<file path="src/rtl/serial_inv_beta.sv">
// Inverse SWAN64 beta layer: applies the inverse 4-bit S-box to each bit-sliced
// column of a 32-bit half-state, LANES columns per clock, behind valid/ready.
module serial_inv_beta #(
  parameter int BLOCK_SIZE  = 64,
  parameter int SIDE_SIZE   = BLOCK_SIZE / 2,
  parameter int COLUMN_SIZE = SIDE_SIZE / 4,
  parameter int SBOX_SIZE   = 4,
  parameter int LANES       = 1
) (
  input  logic                 clk,
  input  logic                 rst_n,
  input  logic                 in_valid,
  output logic                 in_ready,
  input  logic [0:SIDE_SIZE-1] x,
  output logic                 out_valid,
  input  logic                 out_ready,
  output logic [0:SIDE_SIZE-1] y,
  output logic                 busy
);

  localparam int CNT_W = $clog2(COLUMN_SIZE) + 1;
  localparam logic [CNT_W-1:0] LANES_C = CNT_W'(LANES);
  localparam logic [CNT_W-1:0] COLS_C  = CNT_W'(COLUMN_SIZE);

  if (!(LANES == 1 || LANES == 2 || LANES == 4 || LANES == 8)) begin : g_bad_lanes
    $error("serial_inv_beta: LANES must be 1, 2, 4 or 8");
  end
  if (SBOX_SIZE != 4) begin : g_bad_sbox
    $error("serial_inv_beta: only a 4-bit S-box is supported");
  end

  typedef enum logic [1:0] {
    IDLE = 2'd0,
    RUN  = 2'd1,
    DONE = 2'd2
  } state_t;

  state_t                 state_q, state_d;
  logic [CNT_W-1:0]       cnt_q, cnt_d;
  logic [0:SIDE_SIZE-1]   res_q, res_d;
  logic                   out_valid_q, out_valid_d;

  // Inverse of the PRESENT-style S-box C56B90AD3EF84712.
  function automatic logic [3:0] inv_sbox(input logic [3:0] v);
    logic [3:0] r;
    case (v)
      4'h0: r = 4'h5;  4'h1: r = 4'hE;  4'h2: r = 4'hF;  4'h3: r = 4'h8;
      4'h4: r = 4'hC;  4'h5: r = 4'h1;  4'h6: r = 4'h2;  4'h7: r = 4'hD;
      4'h8: r = 4'hB;  4'h9: r = 4'h4;  4'hA: r = 4'h6;  4'hB: r = 4'h3;
      4'hC: r = 4'h0;  4'hD: r = 4'h7;  4'hE: r = 4'h9;  default: r = 4'hA;
    endcase
    return r;
  endfunction

  always_comb begin
    state_d     = state_q;
    cnt_d       = cnt_q;
    res_d       = res_q;
    out_valid_d = out_valid_q;
    case (state_q)
      IDLE: begin
        if (in_valid) begin
          res_d   = x;
          cnt_d   = '0;
          state_d = RUN;
        end
      end
      RUN: begin
        // Column c occupies bits c, c+8, c+16, c+24 with bit c as the MSB.
        for (int l = 0; l < LANES; l++) begin
          int         col;
          logic [3:0] nib;
          col = (int'(cnt_q) + l) % COLUMN_SIZE;
          nib = {res_q[col], res_q[col + COLUMN_SIZE],
                 res_q[col + 2*COLUMN_SIZE], res_q[col + 3*COLUMN_SIZE]};
          nib = inv_sbox(nib);
          res_d[col]                 = nib[3];
          res_d[col + COLUMN_SIZE]   = nib[2];
          res_d[col + 2*COLUMN_SIZE] = nib[1];
          res_d[col + 3*COLUMN_SIZE] = nib[0];
        end
        if (cnt_q + LANES_C == COLS_C) begin
          cnt_d       = '0;
          state_d     = DONE;
          out_valid_d = 1'b1;
        end else begin
          cnt_d = cnt_q + LANES_C;
        end
      end
      DONE: begin
        if (out_ready) begin
          out_valid_d = 1'b0;
          state_d     = IDLE;
        end
      end
      default: begin
        state_d     = IDLE;
        cnt_d       = '0;
        out_valid_d = 1'b0;
      end
    endcase
  end

  always_ff @(posedge clk) begin
    if (!rst_n) begin
      state_q     <= IDLE;
      cnt_q       <= '0;
      res_q       <= '0;
      out_valid_q <= 1'b0;
    end else begin
      state_q     <= state_d;
      cnt_q       <= cnt_d;
      res_q       <= res_d;
      out_valid_q <= out_valid_d;
    end
  end

  assign in_ready  = (state_q == IDLE);
  assign busy      = (state_q != IDLE);
  assign out_valid = out_valid_q;
  assign y         = res_q;

endmodule

</file>
<file path="config.mk">
export PLATFORM = sky130hd
export DESIGN_NAME = serial_inv_beta
export DESIGN_NICKNAME = d
export VERILOG_FILES = /design/src/rtl/serial_inv_beta.sv
export SDC_FILE = /design/constraint.sdc
export NUM_CORES = 1
export LEC_CHECK = 0
export CAP_MARGIN = 30
export CORE_MARGIN = 2
export CORE_UTILIZATION = 25
export CTS_CLUSTER_SIZE = 28
export DETAILED_ROUTE_END_ITERATION = 10
export GPL_TIMING_DRIVEN = 0
export SYNTH_ARGS = -nofsm -noshare
export SYNTH_HDL_FRONTEND = slang
export SYNTH_SLANG_ARGS = --single-unit
export TNS_END_PERCENT = 20
</file>
<file path="constraint.sdc">
create_clock -name clk -period 3.02 [get_ports clk]
set_clock_uncertainty 0.05 [all_clocks]
set_input_delay 0.453 -clock clk [delete_from_list [all_inputs] [get_ports clk]]
set_output_delay 0.453 -clock clk [all_outputs]
set_load 0.02 [all_outputs]
</file>
Yosys cells after proc, flatten, opt, wreduce, memory -nomap -nowiden
Memory sizes are Yosys's and may differ from the RTL's.
Cells that the tools add are included.
- eq/ne operators: 6
- $add $sub $neg: 4
- $lt $le $gt $ge: 8
- muxes and demuxes: 37
- reductions and logical operators: 11
- bitwise operators: 6
- operators with widths (cell ; number):
    32-bit bitwise mux ; 4
    32-bit by 6-bit >= comparator with 1-bit output, second input constant ; 4
    32-bit by 1-bit < comparator with 1-bit output, second input constant ; 4
    6-bit NOT with 32-bit output ; 2
    32-bit one-hot mux with 2 select lines ; 1
    32-bit two-way mux ; 1
    3-bit NOT with 32-bit output ; 1
    5-bit NOT with 32-bit output ; 1
    1-bit binary-select mux with 5-bit select ; 4
    1-bit demux with 5-bit select ; 4
    1-bit two-way mux ; 14
    3-bit by 5-bit adder with 6-bit output, second input constant ; 2
    4-bit two-way mux ; 3
    4-bit one-hot mux with 3 select lines ; 1
    2-bit two-way mux ; 3
    2-bit inequality test, second input constant ; 3
    2-bit one-hot mux with 3 select lines ; 1
    3-bit AND reduction ; 2
    3-bit by 4-bit adder with 5-bit output, second input constant ; 1
    4-bit by 1-bit adder with 4-bit output, second input constant ; 1
    4-bit equality test, second input constant ; 1
    1-bit logical AND ; 4
    2-bit AND reduction ; 2
    2-bit nonzero test ; 2
    other kinds (5) ; 6
- input port bits: 36
- register bits after elaboration: 39
- memory bits (read-only): 64
- memories: 1
- memory list (memory ; depth ; width ; read ports ; clocked after memory_dff ; wr ports ; RTL line ; source):
    (name not given) ; 16 ; 4 ; 1 ; 0 ; 0 ; 46 ; case (v)

Logic depth before layout (Yosys ltp)
Gate-level depths: netlist (run 1).
An unclocked memory read counts as a cell.
- depth in word-level cells: 12
- depth in mapped cells: 11
- gate-level depth less buffers: 8

Least setup slack after synthesis (run 1)
OpenSTA, ideal clock, no wires.
- path kind: flip-flop to flip-flop
- start: reg cnt_q[1]
- end: reg res_q (netlist bit y[24])
- path buffers: 0
- setup slack: 0.442 ns
- data required time: 2.878 ns
- clock period less this slack: 2.578 ns
- cell stages (with the launch flop): 7
- arrival: 2.436 ns
- cell sequence: dfxtp_1 -> mux4_2 -> mux2i_1 -> ha_1 -> a2111oi_0 -> a211oi_2 -> o32ai_1
- word-level cells in the longest chain between the ends: 12
- RTL lines (what ; RTL line ; source):
    start, declared ; 39 ; logic [CNT_W-1:0] cnt_q, cnt_d;
    start signal, assigned ; 112 ; cnt_q <= cnt_d;
    3-bit by 5-bit adder with 6-bit output, or another cell as far along ; 75, 80 ;
    6-bit NOT with 32-bit output (implied by the code), or another cell as far along ; 75, 80 ;
    1-bit binary-select mux with 5-bit select (on tied branches) ; 75, 74 ;
    1-bit two-way mux (on tied branches) (2 in a row) ; 75, 74 ;
    memory read 16 x 4 bit ; - ;
    4-bit two-way mux ; 60 ; case (state_q)
    32-bit bitwise mux ; 77 ; res_d[col] = nib[3];
    32-bit bitwise mux ; 78 ; res_d[col + COLUMN_SIZE] = nib[2];
    32-bit bitwise mux ; 79 ; res_d[col + 2*COLUMN_SIZE] = nib[1];
    32-bit bitwise mux * ; 80 ; res_d[col + 3*COLUMN_SIZE] = nib[0];
    32-bit one-hot mux with 2 select lines * ; 60 ;
    end signal, assigned ; 113 ; res_q <= res_d;
    end, declared ; 40 ; logic [0:SIDE_SIZE-1] res_q, res_d;
Every way passes the cells marked *; elsewhere a longest branch is shown, timed or not. The select of a mux whose other input is x is not followed.
A chain may end at the register's enable or synchronous reset.

Final worst setup path (run 1)
- start: reg cnt_q[0]
- end: reg res_q (netlist bit y[26])
The elaborated chain is that of the path after synthesis.

==> key figures, run 1 <==
Status
  – Status: complete, no violations

Min path
  – Min-Delay Path Class: reg2reg

Timing
  – Endpoints failing hold: 0
  – Relative slew slack: 44.6%
  – Final min period: 2910 ps
  – Slew @ Worst Pin: 831 ps
  – Max-slew violations: 0
  – Setup violators final: 0
  – Fmax achieved: 344 MHz
  – Period utilization: 96.4%

GRT
  – GRT Overall Usage: 17.0%
  – Initial antenna violation count: 0
  – Largest net degree at the start of global routing: 15
  – Global-route wire length before repair: 13300 um
  – Grt total ovfl: 0
  – Vias in the first global route: 2448

Finish
  – Area growth syn-to-layout: 41.5%
  – FF+latch area: 782 sq um
  – Share of layout cells above drive strength 1: 11.9%
  – Multi-input logic area: 1460 sq um
  – Filler cells: 925
  – Total Nets Final: 379
  – Ant diodes: 0
  – Final Util: 36.1%
  – Cell area after layout: 3300 sq um

Synthesis
  – Commonest cells post-synth: 39 x dfxtp_1, 23 x a21oi_1, 22 x a22oi_1
  – Seq cells post-synth: 39
  – Yosys top cell by area: dfxtp_1
  – Synth top area cells: dfxtp_1 33%, a22oi_1 7.1%, mux4_2 6.8%
  – Top-area cell type share of the netlist area: 33.4%
  – FFs w/ async S/R, synth: 0%
  – Synth Warn #: 0
  – Number of flops mapped to enable cells by yosys: 0
  – Most frequent cell after synthesis: dfxtp_1
  – Synth Net Count: 301
  – Post-synthesis cell count: 258
  – Cell variety after synth: 41
  – Syn avg cell area: 9.05 sq um
  – Prevailing post-synth register cell: dfxtp_1
  – Post-Synthesis Cell Area: 2330 sq um
  – Sequential area share after synthesis: 33.4%

Place
  – Post-DP HPWL: 6410 um
  – GP Congestion: 0.929
  – Dpl cell area: 3170 sq um
  – Buffers on Ports: 70

Clocking
  – Num CTS Buffers: 5
  – H-tree levels: 2
  – Skew-Pair Late Insertion Delay: 300 ps
  – Clk pin slew, worst setup/hold paths: 90 ps
  – CTS tree: yes
  – # clock sinks: 39
  – Clock Tree Root: clkbuf_8
  – Max clock buf depth: 2
  – Hold buffers post-CTS: 0

Detailed routing
  – Via Count: 2457
  – DRC violations left: 0
  – Drt via density: 5.48
  – DRT iter0 DRCs: 229
  – Antenna-violating nets left: 0
  – Final WL: 8680 um
  – Iteration count of the initial detailed-routing pass: 4
  – WL/cell: 19.4 um

Run
  – Max-cap violations: 0

Setup path
  – Slowest-stage cell, CP: mux4_2
  – CP Capture Type: register
  – Setup CP Type: reg2reg
  – Req. time, crit path: 3180 ps
  – Max FO, Critical Path: 10
  – Worst path top cell family by delay: multiplexers
  – Startpoint Class: register
  – Cell Chain, Critical Path: buf_4 -> mux4_2 -> mux2_2 -> inv_1 -> ha_2 -> inv_1 -> a2111oi_2 -> a211oi_2 -> buf_4 -> o32ai_1
  – WP buf/inv: 4
  – Critical path's largest stage delay: 520 ps
  – CP arrival: 3070 ps

Floorplanning
  – Die Width: 101 um
  – Die height: 101 um
  – Die ar.: 10100 sq um
  – Row cnt: 35
  – I/O pin count: 71
  – Total core area: 9150 sq um
  – Starting Density: 25.5%

Power and ir drop
  – Static leakage: 1.17 nW
  – Peak VDD IR: 0.201 mV
  – PD cells: 505 nW/um^2
  – Design Power: 1.67 mW
[power by group]
| group | switching, mW | total, mW | internal (mW) |
|---|---|---|---|
| Clock | 0.211 | 0.376 | 0.165 |
| Sequential | 0.0371 | 0.596 | 0.559 |
| Combinational | 0.394 | 0.695 | 0.301 |
[cells in the final DEF (no fill, tap or decap), drive strengths merged, types with 4 or more instances in the layout]
master and count:
a22oi 22, ha 7, nand2 20, o41ai 6, a21oi 23, dfxtp 39
buf 7, a21o 4, nor3 4, inv 13, clkdlybuf4s50 70, o21ai 9
mux4 7, nor2 10, a22o 14, o22ai 10, clkbuf 17, mux2 4
o32ai 9, mux2i 5
[metal layers]
layer  up-vias  track usage (%)  routed length (um)
met5         -                0                   0
met4         0             6.53                 209
met3        16             2.70                 541
met2        92             26.9                3940
met1      1187             23.2                3980
li1       1162                -                   -
[worst paths after layout]
kind	slack [ps]	end	cells past startpoint	from
setup reg to reg	110	y[26]	10	cnt_q[0]
hold / removal	470	out_valid	2	out_valid
setup / recovery	110	y[26]	10	cnt_q[0]
hold reg to reg	470	out_valid	2	out_valid
[flip-flops by register name (all words and copies together) (netlist names)]
register	flops
out_valid	1
state_q	2
y	32
cnt_q	4
[worst min-delay path, stage by stage, from the launching register on]
cell and delay (ps):
dfxtp_1 340, a22oi_1 70, nor2_1 80
[logic make-up after synthesis]
logic type                 share of synthesized area, %
xor gates and xnor gates                          0.750
buffers and inverters                              5.36
adders and majority gates                          3.75
and+or+nand+nor                                    12.0
muxes                                              11.1
DFF                                                33.4
AOI/OAI and AO/OA                                  33.5
[repair_timing]
item                                    4_1_cts  5_1_grt
pin swaps                                     0        1
buffers inserted                              0        1
gates cloned                                  0        0
endpoints found under the setup margin       16       26
resized for setup                             2        9
[per-stage QoR]
stage | setup TNS [ps] | hold slack, ps | instances | worst slack, ps
6_report | 0 | 467 | 448 | 110
3_5_place_dp | -1000 | 468 | 439 | -109
3_3_place_gp | -875 | 440 | 439 | -97.3
4_1_cts | 0 | 488 | 447 | 34.4
5_1_grt | -36.2 | 536 | 448 | -20.7
2_1_floorplan | 0 | 475 | 258 | 442
[area by class of cell]
cell class	instances	share of cell area [%]
Clock inverter	3	0.719
Multi-Input combinational cell	189	44.1
Tap cell	111	4.20
Sequential cell	39	23.7
Timing Repair Buffer	71	21.4
Inverter	12	1.36
Buffer	18	2.46
Clock buffer	5	2.08
Note: power is estimated with default switching activity, not from simulation.
==> inputs of run 2 (changes only) <==
- HOLD_SLACK_MARGIN: default -> 0.08
==> results of run 2 <==
No change in the layout: final DEF, timing and power equal those of run 1.
==> inputs of run 3 (changes only) <==
- ABC_AREA: default -> 0
- CORE_UTILIZATION: 25 -> 47
- CTS_CLUSTER_DIAMETER: default -> 60
- PLACE_DENSITY: default -> 0.8
==> key figures, run 3 (synthesis gave the netlist of run 1 again) <==
Timing
  – Final hold slack: 448 ps
  – Period utilization: 96.4%
  – Fmax achieved: 344 MHz
  – Max-slew violations: 0
  – Final min period: 2910 ps
  – Relative slew slack: 55.7%
  – Endpoints failing hold: 0
  – Slew @ Worst Pin: 662 ps
  – Setup violators final: 0

Finish
  – Area growth syn-to-layout: 39.6%
  – Most frequent cells in the layout: 70 x clkdlybuf4s50_1, 38 x dfxtp_1, 23 x a21oi_1, 22 x a22oi_1, 20 x nand2_1
  – Final Util: 68.6%
  – Cell area after layout: 3260 sq um
  – Most common cell after layout, fill and taps aside: clkdlybuf4s50_1
  – Ant diodes: 0
  – Share of layout cells above drive strength 1: 11.3%
  – Max reg flops: 32
  – Total Nets Final: 379
  – Filler cells: 414

Detailed routing
  – Iteration count of the initial detailed-routing pass: 5
  – Via Count: 2579
  – DRC violations left: 0
  – Drt via density: 6.38
  – Final WL: 7950 um
  – DRT iter0 DRCs: 244
  – WL/cell: 19.7 um
  – Antenna-violating nets left: 0

Floorplanning
  – Die height: 74.5 um
  – Row cnt: 25
  – I/O pin count: 71
  – Die ar.: 5550 sq um
  – Starting Density: 49.1%
  – Die Width: 74.5 um
  – Total core area: 4750 sq um

Clocking
  – H-tree levels: 2
  – CTS tree: yes
  – Hold buffers post-CTS: 0
  – Skew-Pair Late Insertion Delay: 310 ps
  – Max clock buf depth: 2
  – Num CTS Buffers: 5
  – # clock sinks: 39
  – Clk pin slew, worst setup/hold paths: 80 ps
  – Clock Tree Root: clkbuf_8

Place
  – Dpl cell area: 3120 sq um
  – Post-DP HPWL: 5760 um
  – Buffers on Ports: 70
  – GP Congestion: 0.918

Min path
  – Min-Delay Path Class: reg2reg

Setup path
  – Req. time, crit path: 3180 ps
  – CP arrival: 3070 ps
  – Startpoint Class: register
  – Setup CP Type: reg2reg
  – CP Capture Type: register
  – Max FO, Critical Path: 10

Status
  – Status: complete, no violations

GRT
  – Largest net degree at the start of global routing: 13
  – Vias in the first global route: 2401
  – Initial antenna violation count: 0
  – Global-route wire length before repair: 12100 um
  – Grt total ovfl: 0
  – GRT Overall Usage: 29.4%

Power and ir drop
  – Static leakage: 1.18 nW
  – Peak VDD IR: 0.265 mV
  – PD cells: 520 nW/um^2

Run
  – Max-cap violations: 0
-- run 3: cell count changes in the layout (fill, tap and decap cells not counted), sizes merged --
cell      before  now
clkinvlp       2    1
inv           13   12
clkbuf        17   19
-- run 3: worst max-delay path, stage by stage (launching register included) --
cell and delay (ps):
dfxtp_1 340, buf_4 210, mux4_2 510, mux2_2 330
inv_1 140, ha_2 280, inv_1 110, a2111oi_1 350
a211oi_2 80, buf_4 190, o32ai_1 230
-- run 3: where the power goes --
part	internal [mW]	total (mW)	switching (mW)
clock	0.208	0.409	0.201
sequential	0.559	0.597	0.0376
combinational	0.301	0.688	0.387
total	1.07	1.69	0.626
-- run 3: area by class of cell --
type / instances / area [sq um] / area share, %
multi-input cells: 189 / 1460 / 44.6
well taps: 67 / 83.8 / 2.57
repair buffers: 71 / 708 / 21.7
plain buffers: 18 / 81.3 / 2.50
inverters: 12 / 45.0 / 1.38
clock buffers: 7 / 96.3 / 2.96
flip-flops and latches: 39 / 782 / 24.0
clock inverters: 1 / 7.51 / 0.230
-- run 3: per-layer routing --
layer | vias to the layer above | share of wire, % | GRT usage [%]
li1 | 1169 | - | -
met1 | 1213 | 40 | 39.2
met2 | 165 | 47 | 45.4
met3 | 32 | 11 | 7.05
met4 | 0 | 3.4 | 12.9
met5 | - | 0 | 0
-- run 3: per-stage QoR --
step | setup WS [ps] | power, mW | cells | setup TNS, ps
2_1_floorplan | 442 | 1.01 | 258 | 0
3_3_place_gp | -13.9 | 1.25 | 395 | -42.4
3_5_place_dp | -69.6 | 1.25 | 395 | -390
4_1_cts | 80.3 | 1.66 | 403 | 0
5_1_grt | -44.8 | 1.76 | 404 | -239
6_report | 109 | 1.69 | 404 | 0
-- run 3: final timing paths --
check / startpoint / end / slack (ps) / cells past startpoint
max: cnt_q[0] / y[25] / 110 / 10
min: out_valid / out_valid / 450 / 2
max reg2reg: cnt_q[0] / y[25] / 110 / 10
min reg2reg: out_valid / out_valid / 450 / 2
-- run 3: what timing repair did --
action	CTS	global route
endpoints found under the setup margin	14	21
pin swaps	0	1
buffers inserted	0	1
gates resized for setup	2	8
